## src/rtl/clock_divider_bank_pkg.sv

```systemverilog
// Shared constants and types for the clock divider bank: product default divisors,
// audio tone half-periods and the per-channel operating mode.
package clock_divider_bank_pkg;

   localparam int CLKDIV_NUM_CH = 4;
   localparam int CLKDIV_DIV_W  = 26;

   // Half-periods in 40 MHz system clock cycles
   localparam int DIV_BY_20M    = 20_000_000;   // 1 Hz
   localparam int DIV_BY_20M_W  = 25;
   localparam int DIV_BY_200K   = 200_000;      // 100 Hz
   localparam int DIV_BY_200K_W = 18;

   localparam int TONE_C5_HALF  = 38_223;       // 523.25 Hz
   localparam int TONE_A4_HALF  = 45_455;       // 440 Hz
   localparam int TONE_A5_HALF  = 22_727;       // 880 Hz

   typedef enum logic [1:0] {
      MODE_RUN  = 2'd0,
      MODE_HOLD = 2'd1,
      MODE_SYNC = 2'd2
   } ch_mode_e;

   function automatic int ch_idx_w(input int n);
      return (n > 1) ? $clog2(n) : 1;
   endfunction

endpackage

```

## src/rtl/clock_divider_bank_if.sv

```systemverilog
// Control/status bundle between a divider bank and its owner.
interface clock_divider_bank_if
   import clock_divider_bank_pkg::*;
#(
   parameter int NUM_CH = CLKDIV_NUM_CH,
   parameter int DIV_W  = CLKDIV_DIV_W,
   parameter int CH_W   = ch_idx_w(NUM_CH)
);
   logic [NUM_CH-1:0] en;
   logic              sync;
   logic              wr_en;
   logic [CH_W-1:0]   wr_ch;
   logic [DIV_W-1:0]  wr_half;
   logic [NUM_CH-1:0] pend;
   logic [NUM_CH-1:0] clk_out;
   logic [NUM_CH-1:0] tick;

   modport master (
      output en, sync, wr_en, wr_ch, wr_half,
      input  pend, clk_out, tick
   );

   modport slave (
      input  en, sync, wr_en, wr_ch, wr_half,
      output pend, clk_out, tick
   );
endinterface

```

## src/rtl/clock_divider_bank_channel.sv

```systemverilog
// One square-wave divider: half-period counter, active/shadow divisor and pending flag.
// mode      | meaning
// MODE_RUN  | counting; toggles clk_out at the end of each half-period
// MODE_HOLD | disabled; counter and output parked at 0
// MODE_SYNC | global phase restart; counter and output parked at 0
module clk_div_channel
   import clock_divider_bank_pkg::*;
#(
   parameter int               DIV_W   = CLKDIV_DIV_W,
   parameter logic [DIV_W-1:0] DEF_VAL = DIV_W'(DIV_BY_20M)
) (
   input  logic             clk,
   input  logic             rst,
   input  logic             en,
   input  logic             sync,
   input  logic             ld,
   input  logic [DIV_W-1:0] ld_val,
   output logic             pend,
   output logic             clk_out,
   output logic             tick
);

   ch_mode_e         mode;
   logic [DIV_W-1:0] cnt, cnt_nxt;
   logic [DIV_W-1:0] half, half_nxt;
   logic [DIV_W-1:0] shadow, shadow_nxt;
   logic [DIV_W-1:0] h_eff;
   logic             term, apply;
   logic             pend_nxt, clk_nxt, tick_nxt;

   always_comb begin
      h_eff = (half == '0) ? DIV_W'(1) : half;
      term  = (cnt == h_eff - DIV_W'(1));

      if (sync)     mode = MODE_SYNC;
      else if (!en) mode = MODE_HOLD;
      else          mode = MODE_RUN;

      cnt_nxt  = cnt + DIV_W'(1);
      clk_nxt  = clk_out;
      tick_nxt = 1'b0;
      apply    = 1'b0;

      unique case (mode)
         MODE_SYNC, MODE_HOLD: begin
            cnt_nxt = '0;
            clk_nxt = 1'b0;
            apply   = pend;
         end
         MODE_RUN: begin
            // Divisor swaps only at a half-period boundary, so no runt pulses
            if (term) begin
               cnt_nxt  = '0;
               clk_nxt  = ~clk_out;
               tick_nxt = ~clk_out;
               apply    = pend;
            end
         end
         default: ;
      endcase

      // An apply consumes the pre-edge shadow; a same-cycle write re-arms pend
      half_nxt   = apply ? shadow : half;
      shadow_nxt = ld ? ld_val : shadow;
      pend_nxt   = ld | (pend & ~apply);
   end

   always_ff @(posedge clk or posedge rst) begin
      if (rst) begin
         cnt     <= '0;
         half    <= DEF_VAL;
         shadow  <= DEF_VAL;
         pend    <= 1'b0;
         clk_out <= 1'b0;
         tick    <= 1'b0;
      end else begin
         cnt     <= cnt_nxt;
         half    <= half_nxt;
         shadow  <= shadow_nxt;
         pend    <= pend_nxt;
         clk_out <= clk_nxt;
         tick    <= tick_nxt;
      end
   end

endmodule

```

## src/rtl/clock_divider_bank.sv

```systemverilog
// Bank of independent square-wave dividers with runtime-loadable half-periods.
// Top level only decodes the divisor write and hands each channel its reset divisor.
module clock_divider_bank
   import clock_divider_bank_pkg::*;
#(
   parameter int                      NUM_CH   = CLKDIV_NUM_CH,
   parameter int                      DIV_W    = CLKDIV_DIV_W,
   parameter logic [NUM_CH*DIV_W-1:0] DEF_HALF = {CLKDIV_NUM_CH{26'(DIV_BY_20M)}}
) (
   input  logic              clk,
   input  logic              rst,
   clock_divider_bank_if.slave bus
);

   localparam int CH_W = ch_idx_w(NUM_CH);

   logic [NUM_CH-1:0] ld;

   // Out-of-range channel indices match no channel and are dropped
   always_comb begin
      ld = '0;
      for (int i = 0; i < NUM_CH; i++) begin
         ld[i] = bus.wr_en && (bus.wr_ch == CH_W'(i));
      end
   end

   for (genvar g = 0; g < NUM_CH; g++) begin : g_ch
      clk_div_channel #(
         .DIV_W   (DIV_W),
         .DEF_VAL (DEF_HALF[g*DIV_W +: DIV_W])
      ) u_ch (
         .clk     (clk),
         .rst     (rst),
         .en      (bus.en[g]),
         .sync    (bus.sync),
         .ld      (ld[g]),
         .ld_val  (bus.wr_half),
         .pend    (bus.pend[g]),
         .clk_out (bus.clk_out[g]),
         .tick    (bus.tick[g])
      );
   end

endmodule
```

## src/flat_wrapper.sv

```systemverilog
// flat-port wrapper written by rule: the top's interface ports become plain ports
module clock_divider_bank_flat import clock_divider_bank_pkg::*;
#(
   parameter int                      NUM_CH   = CLKDIV_NUM_CH,
   parameter int                      DIV_W    = CLKDIV_DIV_W,
   parameter logic [NUM_CH*DIV_W-1:0] DEF_HALF = {CLKDIV_NUM_CH{26'(DIV_BY_20M)}}
)
  (clk, rst, bus_en, bus_sync, bus_wr_en, bus_wr_ch, bus_wr_half, bus_pend, bus_clk_out, bus_tick);
  clock_divider_bank_if #(.NUM_CH(NUM_CH), .DIV_W(DIV_W)) bus_i ();
  input  logic clk;
  input  logic rst;
  input wire logic [$bits(bus_i.en)-1:0] bus_en;
  input wire logic [$bits(bus_i.sync)-1:0] bus_sync;
  input wire logic [$bits(bus_i.wr_en)-1:0] bus_wr_en;
  input wire logic [$bits(bus_i.wr_ch)-1:0] bus_wr_ch;
  input wire logic [$bits(bus_i.wr_half)-1:0] bus_wr_half;
  output wire logic [$bits(bus_i.pend)-1:0] bus_pend;
  output wire logic [$bits(bus_i.clk_out)-1:0] bus_clk_out;
  output wire logic [$bits(bus_i.tick)-1:0] bus_tick;
  assign bus_i.en = bus_en;
  assign bus_i.sync = bus_sync;
  assign bus_i.wr_en = bus_wr_en;
  assign bus_i.wr_ch = bus_wr_ch;
  assign bus_i.wr_half = bus_wr_half;
  assign bus_pend = bus_i.pend;
  assign bus_clk_out = bus_i.clk_out;
  assign bus_tick = bus_i.tick;
  clock_divider_bank #(.NUM_CH(NUM_CH), .DIV_W(DIV_W), .DEF_HALF(DEF_HALF)) u_core (.clk(clk), .rst(rst), .bus(bus_i));
endmodule
```

## config.mk

```make
export PLATFORM = sky130hd
export DESIGN_NAME = clock_divider_bank_flat
export DESIGN_NICKNAME = d
export VERILOG_FILES = /design/src/rtl/clock_divider_bank_pkg.sv /design/src/rtl/clock_divider_bank_if.sv /design/src/rtl/clock_divider_bank_channel.sv /design/src/rtl/clock_divider_bank.sv /design/src/flat_wrapper.sv
export SDC_FILE = /design/constraint.sdc
export NUM_CORES = 1
export LEC_CHECK = 0
export ABC_AREA = 1
export BUFFER_PORTS_ARGS = -buffer_cell sky130_fd_sc_hd__buf_4
export CORE_AREA = 2 2 185 187
export CTS_CLUSTER_SIZE = 10
export DETAILED_ROUTE_END_ITERATION = 6
export DIE_AREA = 0 0 187 189
export PLACE_DENSITY = 0.81
export SLEW_MARGIN = 0
export SYNTH_ARGS = -nofsm -noshare
export SYNTH_HDL_FRONTEND = slang
export SYNTH_SLANG_ARGS = --single-unit
```

## constraint.sdc

```tcl
create_clock -name clk -period 13.55 [get_ports clk]
set_input_delay 2.0325 -clock clk [delete_from_list [all_inputs] [get_ports clk]]
set_output_delay 2.0325 -clock clk [all_outputs]
set_load 0.05 [all_outputs]
```

Word-level counts from Yosys, hierarchy flattened
Cells that the tools add are included.
{"block": "op_classes", "add_sub_neg": 8, "eq_ne": 19, "mux": 44, "n_bitwise": 16, "n_reduce_logical": 25}
{"operator": "26-bit 2-to-1 mux", "n": 8}
{"operator": "26-bit case mux with 2 select lines", "n": 4}
{"operator": "26-bit by 1-bit adder with 26-bit output, second input constant", "n": 4}
{"operator": "26-bit equality test", "n": 4}
{"operator": "26-bit zero test", "n": 4}
{"operator": "26-bit by 1-bit subtractor with 26-bit output, second input constant", "n": 4}
{"operator": "1-bit 2-to-1 mux", "n": 20}
{"operator": "1-bit case mux with 2 select lines", "n": 8}
{"operator": "2-bit equality test, second input constant", "n": 6}
{"operator": "2-bit by 1-bit equality test with 1-bit output, second input constant", "n": 5}
{"operator": "2-bit zero test", "n": 5}
{"operator": "2-bit 2-to-1 mux", "n": 4}
{"operator": "2-bit != test, second input constant", "n": 4}
{"operator": "1-bit NOT", "n": 8}
{"operator": "2-bit AND reduction", "n": 4}
{"operator": "2-bit nonzero test", "n": 4}
{"operator": "2-bit OR reduction", "n": 4}
{"operator": "1-bit AND", "n": 4}
{"operator": "1-bit logical AND", "n": 4}
{"operator": "1-bit bitwise OR", "n": 4}
{"block": "totals", "reg_bits": 324, "inputBits": 36, "output_inout_bits": 12, "word_cells": 136}

Depth between registers and ports, before layout
Gate-level depths: netlist of run 1.
{"block": "depth", "depth_word": 9, "mapped_depth": 25, "depth_no_buf": 24}

Hierarchy
A second synthesis of run 1 with hierarchy kept.
{"block": "hier_totals", "hier_cells": 2543, "hier_area_um2": 18661.6}
{"module": "clk_div_channel at u_core.g_ch[0].u_ch ...", "n_inst": 3, "cells_each": 618, "area_per_inst_um2": 4590.7, "seq_area_each_um2": 2047.0}
{"module": "clk_div_channel at u_core.g_ch[3].u_ch", "n_inst": 1, "cells_each": 681, "area_per_inst_um2": 4859.7, "seq_area_each_um2": 2047.0}
{"module": "clock_divider_bank", "n_inst": 1, "cells_each": 8, "area_per_inst_um2": 30.0, "seq_area_each_um2": 0.0}

Least setup slack after synthesis of run 1
Ideal clock, no wire load.
{"block": "synth_timing", "path_type": "register to register", "startpoint": "reg u_core.g_ch[3].u_ch.half[8]", "endpoint": "reg u_core.g_ch[3].u_ch.pend", "setup_time_ns": 0.126, "t_arrival_ns": 3.007, "required_time_ns": 13.424, "path_slack_ns": 10.416, "path_stages_with_launch": 24, "n_path_buf": 2, "period_less_slack_ns": 3.134, "cell_sequence": "dfstp_2 nor2_1 nand2_1 nor2_1 nand2_1 nor2_2 nor2_4 buf_6 ha_1 nand2_1 nor2_2 nand3_1 nor2_2 nand3_1 nor3_1 xor2_1 nand3_1 nor2_2 nand3_2 nand2_4 nand2_4 buf_6 nand2_1 nand2_1"}
{"block": "synth_via", "elab_chain_len": 9}
{"element": "start, declared", "line": "clock_divider_bank_channel.sv:25", "text": "logic [DIV_W-1:0] half, half_nxt;"}
{"element": "start signal, assigned", "line": "clock_divider_bank_channel.sv:78", "text": "half <= half_nxt;"}
{"element": "26-bit zero test", "line": "clock_divider_bank_channel.sv:32", "text": "h_eff = (half == '0) ? DIV_W'(1) : half;"}
{"element": "26-bit 2-to-1 mux *", "line": "clock_divider_bank_channel.sv:32"}
{"element": "26-bit by 1-bit subtractor with 26-bit output *", "line": "clock_divider_bank_channel.sv:33", "text": "term = (cnt == h_eff - DIV_W'(1));"}
{"element": "26-bit equality test *", "line": "clock_divider_bank_channel.sv:33"}
{"element": "1-bit 2-to-1 mux *", "line": "clock_divider_bank_channel.sv:52", "text": "if (term) begin"}
{"element": "1-bit case mux with 2 select lines *", "line": "clock_divider_bank_channel.sv:44", "text": "unique case (mode)"}
{"element": "1-bit NOT *", "line": "clock_divider_bank_channel.sv:65", "text": "pend_nxt = ld | (pend & ~apply);"}
{"element": "1-bit AND *", "line": "clock_divider_bank_channel.sv:65"}
{"element": "1-bit bitwise OR *", "line": "clock_divider_bank_channel.sv:65"}
{"element": "via u_core.g_ch[3].u_ch.pend_nxt", "line": "clock_divider_bank_channel.sv:29", "text": "logic pend_nxt, clk_nxt, tick_nxt;"}
{"element": "end signal, assigned", "line": "clock_divider_bank_channel.sv:80", "text": "pend <= pend_nxt;"}
{"element": "end, declared", "line": "clock_divider_bank_channel.sv:18", "text": "output logic pend,"}
Mark *: on every way through the listed nets, which the timed path passes. The rest lies on a longest branch.
A chain may end at the register's enable or synchronous reset.

Worst setup path in the final report of run 1
{"block": "layout_timing", "startpoint": "reg u_core.g_ch[1].u_ch.half[16]", "endpoint": "reg u_core.g_ch[1].u_ch.half[19]"}
{"block": "layout_via", "elab_chain_len": 6}
{"element": "start, declared", "line": "clock_divider_bank_channel.sv:25"}
{"element": "start signal, assigned", "line": "clock_divider_bank_channel.sv:78"}
{"element": "26-bit zero test", "line": "clock_divider_bank_channel.sv:32"}
{"element": "26-bit 2-to-1 mux *", "line": "clock_divider_bank_channel.sv:32"}
{"element": "26-bit by 1-bit subtractor with 26-bit output *", "line": "clock_divider_bank_channel.sv:33"}
{"element": "26-bit equality test *", "line": "clock_divider_bank_channel.sv:33"}
{"element": "1-bit 2-to-1 mux *", "line": "clock_divider_bank_channel.sv:52"}
{"element": "1-bit case mux with 2 select lines *", "line": "clock_divider_bank_channel.sv:44"}
Mark *: on every way between the ends. The rest lies on a longest branch, timed or not.

==> flow_metrics.py, run 1 <==
metrics = {
    "min_path": {
        "hp-class": "flop to flop",
        "holdCritStartpoint": "u_core.g_ch[3].u_ch.clk_out",
        "whs_path_depth": 1,
        "hold_end": "u_core.g_ch[3].u_ch.tick",
    },
    "final_layout": {
        "utilization_pct": 60.3,
        "fin_cells": 2931,
        "drive_gt1_share_pct": 8.71,
        "nNetsFinal": 2495,
        "syn_to_final_growth_pct": 10.1,
    },
    "timing": {
        "grt_setup_unrepaired": "false",
        "drv_slew": 0,
        "finalSetupViolCount": 0,
        "maxSlewHeadroom_pct": 29.4,
        "hold_viol": 0,
        "fmax_mhz": 230,
        "worstMarginPinSlew_ns": 1.06,
        "tns_ns": 0,
        "fin_crit_sh_pct": 32.1,
        "skew_ns": 0.0164,
        "finalCriticalPeriod_ns": 4.35,
    },
    "clock_network": {
        "hold_buffers": 0,
        "cts.path.max_buffers": 3,
        "htree_num_levels": 2,
        "clkTransAtPathRegs_ns": 0.06,
        "cts_made_buffers": 40,
        "ctsResizeCount": 0,
        "clk_latency_ns": 0.55,
        "cts_tree": "built",
        "cts_setup_buffers": 0,
        "cts.sinks": 324,
        "clockRootBuffer": "clkbuf_16",
    },
    "grt": {
        "grt_pass1_wl_mm": 77.9,
        "grt_start_max_net_pins": 115,
        "grt_overflow": 0,
        "grt_antenna_before_repair": 0,
        "grt_pass1_vias": 15400,
        "track_usage_pct": 27.1,
    },
    "yosys": {
        "synth_edf_count": 0,
        "ys_top_cells_by_count": "nand2_1 (685), nor2_1 (342), dfrtp_1 (260)",
        "synth_area_leaders": "dfrtp_1 (36%), nand2_1 (14%), dfstp_2 (9.2%)",
        "yosysUniqueCellTypes": 49,
        "async_flop_share_pct": 100,
        "syn_area_mm2": 0.0182,
        "synthFlopType": "dfrtp_1",
        "syn-num-nets": 2470,
        "yosysSeqAreaShare_pct": 45.0,
        "yosysMostFrequentCell": "nand2_1",
        "ys_ff_latch": 324,
        "yosysWarnings": 0,
        "avgSynthCellArea_um2": 7.51,
        "yosys.area.top_type_share_pct": 35.7,
        "yosys.area.top_type": "dfrtp_1",
        "syn_inst": 2426,
    },
    "floorplan": {
        "core-area_mm2": 0.0333,
        "die_h_um": 189,
        "row_count": 67,
        "start_util_pct": 54.7,
        "die_w_um": 187,
        "ios": 48,
        "dieArea_mm2": 0.0353,
    },
    "setup_path": {
        "cp_max_fo": 53,
        "startpoint": "u_core.g_ch[1].u_ch.half[16]",
        "cpPeakStageDelay_ns": 0.71,
        "cp_cell_sequence": "nor2_1, nand2_1, nor2_1, nand2_1, nor2_1, nor2_1, ha_1, nand3_1, inv_1, nand2_1, inv_1, nand2_1, nor4_1, xnor2_1, nand3_1, nor3_1, nand2_1, nand2_2, nand2_4, nand2_1, nand2_1",
        "reg2reg_from": "u_core.g_ch[1].u_ch.half[16]",
        "worst_setup_path_start_kind": "flop",
        "crit_top_cell": "nand2_1",
        "critPathArrivalTime_ns": 4.78,
        "reg2reg_slack_ns": 9.20,
        "r2r_cells": 21,
        "rr_endpoint": "u_core.g_ch[1].u_ch.half[19]",
        "critPathBufInv": 2,
        "crit_type": "flop to flop",
        "slowest_stage": "nand2_2",
        "crit_family": "simple AND/OR/NAND/NOR gates",
        "required_ns": 13.98,
        "cp-end-kind": "flop",
    },
    "drt": {
        "first_iter_violations": 1235,
        "routedWlPerCell_um": 16.0,
        "vias": 15800,
        "drc": 0,
        "first_pass_iters": 6,
        "drt-total-wl_mm": 47.0,
        "ant_nets": 0,
        "via_per_inst": 5.39,
    },
    "pwr": {
        "power_frac_seq_pct": 37.9,
        "p_switching_w": 0.00152,
        "power.internal_w": 0.00227,
        "power.density_mw_per_mm2": 189,
        "p_leak_nw": 9.69,
        "comb_power_share_pct": 34.8,
        "ir_drop_v": 0.000158,
        "p_clk_share_pct": 27.3,
        "switching_share_pct": 40.1,
    },
    "placement": {
        "dpl.cell_count": 2857,
        "hpwl_mm": 33.9,
        "io_buffers": 47,
        "place_congestion": 0.984,
    },
    "run": {
        "max_cap_viol_count": 0,
    },
    "run_status": {
        "status": "completed",
    },
}
## routing by layer
layer	up-vias	global-route usage (%)	share of wire, %	wire (µm)
met3	102	4.32	6.4	3010
met4	0	10.1	3.3	1540
met1	7446	37.5	45	21100
met2	479	43.2	45	21300
met5	-	0	0	0
li1	7767	-	-	-
## kinds of logic after synthesis
| group | synth area share (%) |
|---|---|
| xor+xnor | 8.32 |
| buf+inv | 7.25 |
| flops | 45.0 |
| simple gates | 34.2 |
| compound gates | 4.74 |
| fa+ha+maj | 0.550 |
## cells in the final DEF (no fill, tap or decap), types with 6 or more instances in the layout
master / count
clkbuf_1: 23
dfstp_2: 64
clkbuf_16: 41
a21oi_1: 18
nor2_2: 12
o21ai_0: 129
nand2_4: 6
nor2_1: 342
nand4_1: 54
nand3b_1: 18
nor4_1: 13
nor3_1: 49
inv_1: 236
ha_1: 8
nand2_1: 685
or2_2: 8
buf_4: 58
xor2_1: 111
nand3_1: 231
dfrtp_1: 260
xnor2_1: 62
## sequential cells by signal, indices dropped and copies added (netlist names)
name,flops
u_core.g_ch.u_ch.tick,4
u_core.g_ch.u_ch.pend,4
u_core.g_ch.u_ch.shadow,104
u_core.g_ch.u_ch.clk_out,4
u_core.g_ch.u_ch.cnt,104
u_core.g_ch.u_ch.half,104
## worst max-delay path by stage
stage | endpoint | slack [ns] | cells after the start
after CTS | u_core.g_ch[1].u_ch.half[19] | 9.17 | 21
after global placement | u_core.g_ch[3].u_ch.pend | 9.33 | 21
final | u_core.g_ch[1].u_ch.half[19] | 9.20 | 21
after detailed placement | u_core.g_ch[1].u_ch.half[18] | 9.20 | 21
after floorplan | u_core.g_ch[0].u_ch.clk_out | 2.65 | 1
after global routing | u_core.g_ch[1].u_ch.half[19] | 8.73 | 21
## through the flow
step / total power [W] / area (µm²) / hold WS, ns / setup WS, ns
6_report: 0.00379 / 20100 / 0.476 / 9.20
5_1_grt: 0.00406 / 20100 / 0.494 / 8.73
4_1_cts: 0.00379 / 20100 / 0.478 / 9.17
3_5_place_dp: 0.00274 / 18800 / 0.471 / 9.20
3_3_place_gp: 0.00270 / 18800 / 0.460 / 9.33
2_1_floorplan: 0.00241 / 18200 / 0.441 / 2.65
## power groups by stage
stage	logic, W	clock network [W]	registers (W)
6_report	0.00132	0.00103	0.00144
2_1_floorplan	0.00105	0	0.00135
3_3_place_gp	0.00127	0	0.00143
3_5_place_dp	0.00130	0	0.00144
4_1_cts	0.00131	0.00105	0.00143
5_1_grt	0.00151	0.00109	0.00146
## layout make-up
class	instances	area, µm²
Tap cell	448	561
Antenna cell	2	5.00
Clock buffer	66	1140
Timing Repair Buffer	58	435
Sequential cell	324	8190
Clock inverter	6	115
Fill cell	3007	13200
Inverter	239	905
Multi-Input combinational cell	1788	8710
(Power assumes the default switching activity.)
==> run 2, diff against run 1 <==
PLACE_DENSITY = 0.84   (was 0.81)
clock period = 3.7 ns   (was 13.55 ns; I/O delays follow)
==> run 2 against run 1 <==
Effect of this change: largest cell class unchanged; critical endpoint is now u_core.g_ch[1].u_ch.half[9]; wire length is 2.0% higher; sequential cell count stayed put; highest routed layer unchanged; critical path depth is 5 higher; worst hold slack worse by 0.42 ns; sequential share of layout area is 1.1 points lower; non-clock buffer count is 60 higher; first-iteration DRC count is 1.6% lower; via count is 2.2% higher; setup slack worse by 8.9 ns; global-route usage is 0.41 points higher; final area is 2.8% higher; clock-buffer cell count is 4 higher.
==> flow_metrics.py, run 2 (same netlist as run 1, synthesis figures left out) <==
metrics = {
    "final_layout": {
        "final_common_cell": "nand2_1",
        "utilization_pct": 62.0,
        "multi_input_area_mm2": 0.00882,
        "fillCellCount": 2936,
        "drive_gt1_share_pct": 11.3,
        "syn_to_final_growth_pct": 13.2,
        "layout_common_cells": "nand2_1 (683), nor2_1 (334), dfrtp_1 (260), inv_1 (236), nand3_1 (229)",
        "seqCellArea_mm2": 0.00819,
        "fin_area_mm2": 0.0206,
        "reg_top3": "u_core.g_ch.u_ch.cnt x104, u_core.g_ch.u_ch.half x104, u_core.g_ch.u_ch.shadow x104",
        "nNetsFinal": 2554,
        "antennaDiodeCount": 0,
    },
    "timing": {
        "fin_crit_sh_pct": 93.1,
        "drv_slew": 0,
        "finalSetupViolCount": 0,
        "worstMarginPinSlew_ns": 1.03,
        "fmax_mhz": 290,
        "skew_ns": 0.0205,
        "hold_viol": 0,
        "maxSlewHeadroom_pct": 31.4,
        "finalCriticalPeriod_ns": 3.45,
    },
    "clock_network": {
        "clk_latency_ns": 0.55,
        "cts.path.max_buffers": 3,
        "cts.sinks": 324,
        "clkTransAtPathRegs_ns": 0.05,
        "cts_tree": "built",
        "clockRootBuffer": "clkbuf_16",
        "htree_num_levels": 2,
        "cts_made_buffers": 39,
    },
    "drt": {
        "met1Wirelength_mm": 20.8,
        "top_layer_used": "met4",
        "routedWlPerCell_um": 16.0,
        "via_per_inst": 5.40,
        "met3_length_mm": 3.31,
        "vias": 16100,
        "ant_nets": 0,
        "first_pass_iters": 5,
        "drt-total-wl_mm": 47.9,
        "wl_met2_mm": 22.3,
        "drc": 0,
        "first_iter_violations": 1215,
    },
    "grt": {
        "grt_pass1_wl_mm": 79.6,
        "track_usage_pct": 27.5,
        "grt_antenna_before_repair": 1,
        "grt_pass1_vias": 15900,
        "grt_overflow": 0,
        "grt_start_max_net_pins": 116,
    },
    "setup_path": {
        "r2r_cells": 26,
        "reg2reg_slack_ns": 0.25,
        "required_ns": 4.11,
        "critPathArrivalTime_ns": 3.86,
        "crit_type": "flop to flop",
        "rr_endpoint": "u_core.g_ch[1].u_ch.half[9]",
        "worst_setup_path_start_kind": "flop",
        "cp_max_fo": 27,
        "reg2reg_from": "u_core.g_ch[1].u_ch.half[5]",
        "cp-end-kind": "flop",
    },
    "placement": {
        "post_dp_cell_area_mm2": 0.0193,
        "hpwl_mm": 35.3,
        "place_congestion": 0.982,
        "io_buffers": 47,
    },
    "run": {
        "max_cap_viol_count": 0,
    },
    "min_path": {
        "hp-class": "primary input to async pin",
    },
    "pwr": {
        "power.density_mw_per_mm2": 686,
        "comb_power_share_pct": 38.1,
        "p_clk_share_pct": 25.4,
        "power_frac_seq_pct": 36.5,
        "p_leak_nw": 9.98,
        "power.total_w": 0.0141,
        "ir_drop_v": 0.000381,
        "p_switching_w": 0.00567,
        "switching_share_pct": 40.1,
        "power.internal_w": 0.00846,
    },
    "floorplan": {
        "die_h_um": 189,
        "start_util_pct": 54.7,
        "die_w_um": 187,
        "ios": 48,
        "dieArea_mm2": 0.0353,
        "core-area_mm2": 0.0333,
        "row_count": 67,
    },
    "run_status": {
        "status": "completed",
    },
}
run 2: repair_timing:
item	CTS	global route
endpoints found under the setup margin	45	129
gates resized for setup	0	25
pin swaps	1	0
endpoints found under the hold margin	0	0
hold buffers	0	0
setup buffers	1	0
run 2: power by group through the flow:
stage	logic, W	clock network (W)	registers (W)
CTS	0.00525	0.00366	0.00512
global route	0.00611	0.00381	0.00524
floorplan	0.00386	0	0.00496
detailed placement	0.00520	0	0.00516
global placement	0.00512	0	0.00516
finish	0.00539	0.00359	0.00516
run 2: worst max-delay path, stage by stage, from the launching register on:
cell	delay, ns
dfrtp_1	0.47
nor2_2	0.20
nand2_1	0.12
nor3_2	0.18
nand2_1	0.08
nor2_1	0.09
nor2_1	0.07
ha_1	0.23
nand3_1	0.13
inv_1	0.07
nand2_2	0.11
inv_1	0.08
nand2_1	0.11
buf_4	0.13
nor2_1	0.03
inv_1	0.06
nand2_1	0.05
nand3b_1	0.15
nor2_1	0.09
nand2_1	0.06
nor2_1	0.10
nand2_1	0.09
nand2_2	0.11
buf_12	0.16
nand2_8	0.13
nand2_1	0.14
nand2_1	0.07
run 2: cell type report:
cell class | instances | area share (%)
multi-input combinational | 1788 | 42.8
sequential | 324 | 39.7
clock buffer | 70 | 5.60
timing repair buffer | 118 | 4.68
inverter | 239 | 4.37
tap | 448 | 2.72
clock inverter | 2 | 0.121
run 2: how the worst max path moves through the flow:
stage,depth (start not counted),to,startpoint
finish,26,u_core.g_ch[1].u_ch.half[9],u_core.g_ch[1].u_ch.half[5]
global route,26,u_core.g_ch[1].u_ch.half[7],u_core.g_ch[1].u_ch.half[5]
CTS,21,u_core.g_ch[3].u_ch.half[22],u_core.g_ch[3].u_ch.half[8]
detailed placement,21,u_core.g_ch[3].u_ch.half[22],u_core.g_ch[3].u_ch.half[8]
global placement,21,u_core.g_ch[3].u_ch.half[22],u_core.g_ch[3].u_ch.half[8]
floorplan,1,u_core.g_ch[0].u_ch.clk_out,rst
run 2: per-layer routing:
metal  GRT usage [%]  vias up
met3            5.88      120
met4            9.46        0
li1                -     7879
met2            45.6      500
met1            35.9     7647
met5               0        -
run 2: stage by stage:
stage	TNS, ns	std cells	setup WS (ns)	hold slack (ns)
6_report	0	2989	0.255	0.0539
5_1_grt	-0.156	2989	-0.0370	0.0874
4_1_cts	0	2989	0.0768	0.0571
3_5_place_dp	-1.26	2916	-0.102	0.473
3_3_place_gp	-2.96	2916	-0.164	0.468
2_1_floorplan	-292.63	2426	-1.13	0.441
==> run 3, diff against run 2 <==
PLACE_DENSITY = 0.71   (was 0.84)
==> run 3 against run 2 <==
Effect of this change: wire length shrank 1.9%; final area shrank 0.22%; final cell count shrank 0.40%; critical path depth shrank 5; fmax grew 0.47%; core utilization shrank 0.14 points; worst hold slack gained 0.077 ns; register-to-register slack gained 0.02 ns; clock-buffer cell count shrank 3; critical path type unchanged.
==> flow_metrics.py, run 3 (same netlist as run 1, synthesis figures left out) <==
metrics = {
    "run_status": {
        "status": "completed",
    },
    "placement": {
        "io_buffers": 47,
        "hpwl_mm": 35.1,
        "place_congestion": 0.941,
    },
    "pwr": {
        "power.density_mw_per_mm2": 678,
        "ir_drop_v": 0.000460,
        "power.total_w": 0.0139,
        "p_leak_nw": 9.94,
    },
    "drt": {
        "drt-total-wl_mm": 47.0,
        "ant_nets": 0,
        "via_per_inst": 5.31,
        "drc": 0,
        "first_iter_violations": 1054,
        "vias": 15800,
        "first_pass_iters": 5,
        "routedWlPerCell_um": 15.8,
    },
    "final_layout": {
        "syn_to_final_growth_pct": 12.9,
        "nNetsFinal": 2544,
        "layout_common_cells": "nand2_1 (683), nor2_1 (333), dfrtp_1 (260), inv_1 (236), nand3_1 (230)",
        "final_common_cell": "nand2_1",
        "multi_input_area_mm2": 0.00884,
        "drive_gt1_share_pct": 10.9,
        "reg_top3": "u_core.g_ch.u_ch.cnt x104, u_core.g_ch.u_ch.half x104, u_core.g_ch.u_ch.shadow x104",
        "utilization_pct": 61.8,
        "fillCellCount": 3055,
        "seqCellArea_mm2": 0.00819,
    },
    "grt": {
        "grt_overflow": 0,
        "grt_pass1_vias": 15400,
        "grt_antenna_before_repair": 1,
        "track_usage_pct": 27.4,
        "grt_start_max_net_pins": 84,
        "grt_pass1_wl_mm": 78.8,
    },
    "clock_network": {
        "clockRootBuffer": "clkbuf_16",
        "cts_made_buffers": 39,
        "htree_num_levels": 2,
        "cts.sinks": 324,
        "clkTransAtPathRegs_ns": 0.05,
        "clk_latency_ns": 0.53,
        "cts.path.max_buffers": 3,
        "cts_tree": "built",
    },
    "setup_path": {
        "critical_path_depth": 21,
        "required_ns": 4.18,
        "cpPeakStageDelay_ns": 0.58,
        "crit_type": "flop to flop",
        "cp_cell_sequence": "nor2_1, nand2_1, nor2_1, nand2_1, nor2_2, nor2_4, ha_1, nand2_1, nor2_2, nand3_2, nor2_2, nand3_1, xor2_1, a21boi_1, nand3_1, nor2_2, nand3_4, nand2_8, buf_6, nand3_1, nand2_1",
        "cp-end-kind": "flop",
        "r2r_cells": 21,
        "reg2reg_from": "u_core.g_ch[3].u_ch.half[16]",
        "critPathBufInv": 1,
        "startpoint": "u_core.g_ch[3].u_ch.half[16]",
        "endpoint": "u_core.g_ch[3].u_ch.half[8]",
        "crit_family": "simple AND/OR/NAND/NOR gates",
        "critPathArrivalTime_ns": 3.91,
        "rr_endpoint": "u_core.g_ch[3].u_ch.half[8]",
        "worst_setup_path_start_kind": "flop",
        "slowest_stage": "dfstp_2",
        "reg2reg_slack_ns": 0.27,
        "cp_max_fo": 14,
    },
    "floorplan": {
        "dieArea_mm2": 0.0353,
        "die_w_um": 187,
        "row_count": 67,
        "start_util_pct": 54.7,
        "ios": 48,
        "die_h_um": 189,
        "core-area_mm2": 0.0333,
    },
    "timing": {
        "fmax_mhz": 292,
        "finalCriticalPeriod_ns": 3.43,
        "skew_ns": 0.0121,
        "fin_crit_sh_pct": 92.7,
        "worstMarginPinSlew_ns": 1.06,
        "maxSlewHeadroom_pct": 29.1,
        "hold_viol": 0,
        "finalSetupViolCount": 0,
        "holdWs_ns": 0.131,
        "drv_slew": 0,
    },
    "min_path": {
        "hp-class": "primary input to async pin",
    },
    "run": {
        "max_cap_viol_count": 0,
    },
}
run 3: cell count changes in the layout (fill, tap and decap cells not counted), moves of 2 or more:
| cell | before | now |
|---|---|---|
| nor4_2 | 3 | 1 |
| buf_4 | 111 | 95 |
| clkbuf_8 | 2 | 0 |
| buf_12 | 6 | 10 |
| nor2_4 | 4 | 2 |
| nor2_2 | 17 | 20 |
| buf_6 | 1 | 3 |
run 3: how the worst min path moves through the flow:
stage	from	to	slack, ns
after floorplan	u_core.g_ch[3].u_ch.clk_out	u_core.g_ch[3].u_ch.tick	0.44
after global placement	u_core.g_ch[3].u_ch.clk_out	u_core.g_ch[3].u_ch.tick	0.46
after detailed placement	u_core.g_ch[0].u_ch.half[16]	u_core.g_ch[0].u_ch.half[16]	0.47
after CTS	rst	u_core.g_ch[3].u_ch.cnt[23]	0.13
after global routing	rst	u_core.g_ch[3].u_ch.cnt[23]	0.16
final	rst	u_core.g_ch[3].u_ch.cnt[20]	0.13
run 3: repair_timing:
item                       CTS  global route
gates resized for setup      0            29
setup endpoints to repair    0           199
hold buffers                 0             0
buffers inserted             0             3
run 3: area by class of cell:
type                    count  share of cell area, %
multi-input cells        1788                   43.0
flip-flops and latches    324                   39.8
clock buffers              67                   5.46
repair buffers            108                   4.60
inverters                 239                   4.38
well taps                 448                   2.72
clock inverters             2                 0.0487
diodes                      1                 0.0122
run 3: where the power goes:
part | total, W | switching, W | internal [W] | leakage, nW
Sequential | 0.00520 | 0.000833 | 0.00436 | 4.10
Combinational | 0.00527 | 0.00331 | 0.00195 | 5.30
Clock | 0.00348 | 0.00143 | 0.00205 | 0.544
Total | 0.0139 | 0.00558 | 0.00836 | 9.94
run 3: through the flow:
| step | TNS (ns) | instance area (µm²) | worst slack (ns) | std cells |
|---|---|---|---|---|
| detailed placement | 0 | 19300 | 0.0588 | 2904 |
| global route | -0.0195 | 20600 | -0.0164 | 2976 |
| finish | 0 | 20600 | 0.271 | 2977 |
| floorplan | -292.63 | 18200 | -1.13 | 2426 |
| CTS | 0 | 20400 | 0.0176 | 2973 |
| global placement | 0 | 19300 | 0.0184 | 2904 |
run 3: per-layer routing:
metal | track usage, % | vias up | routed length [µm]
met5 | 0 | - | 0
met1 | 37.9 | 7524 | 21700
met3 | 4.41 | 79 | 2330
met4 | 9.37 | 0 | 1330
li1 | - | 7856 | -
met2 | 44.1 | 357 | 21700
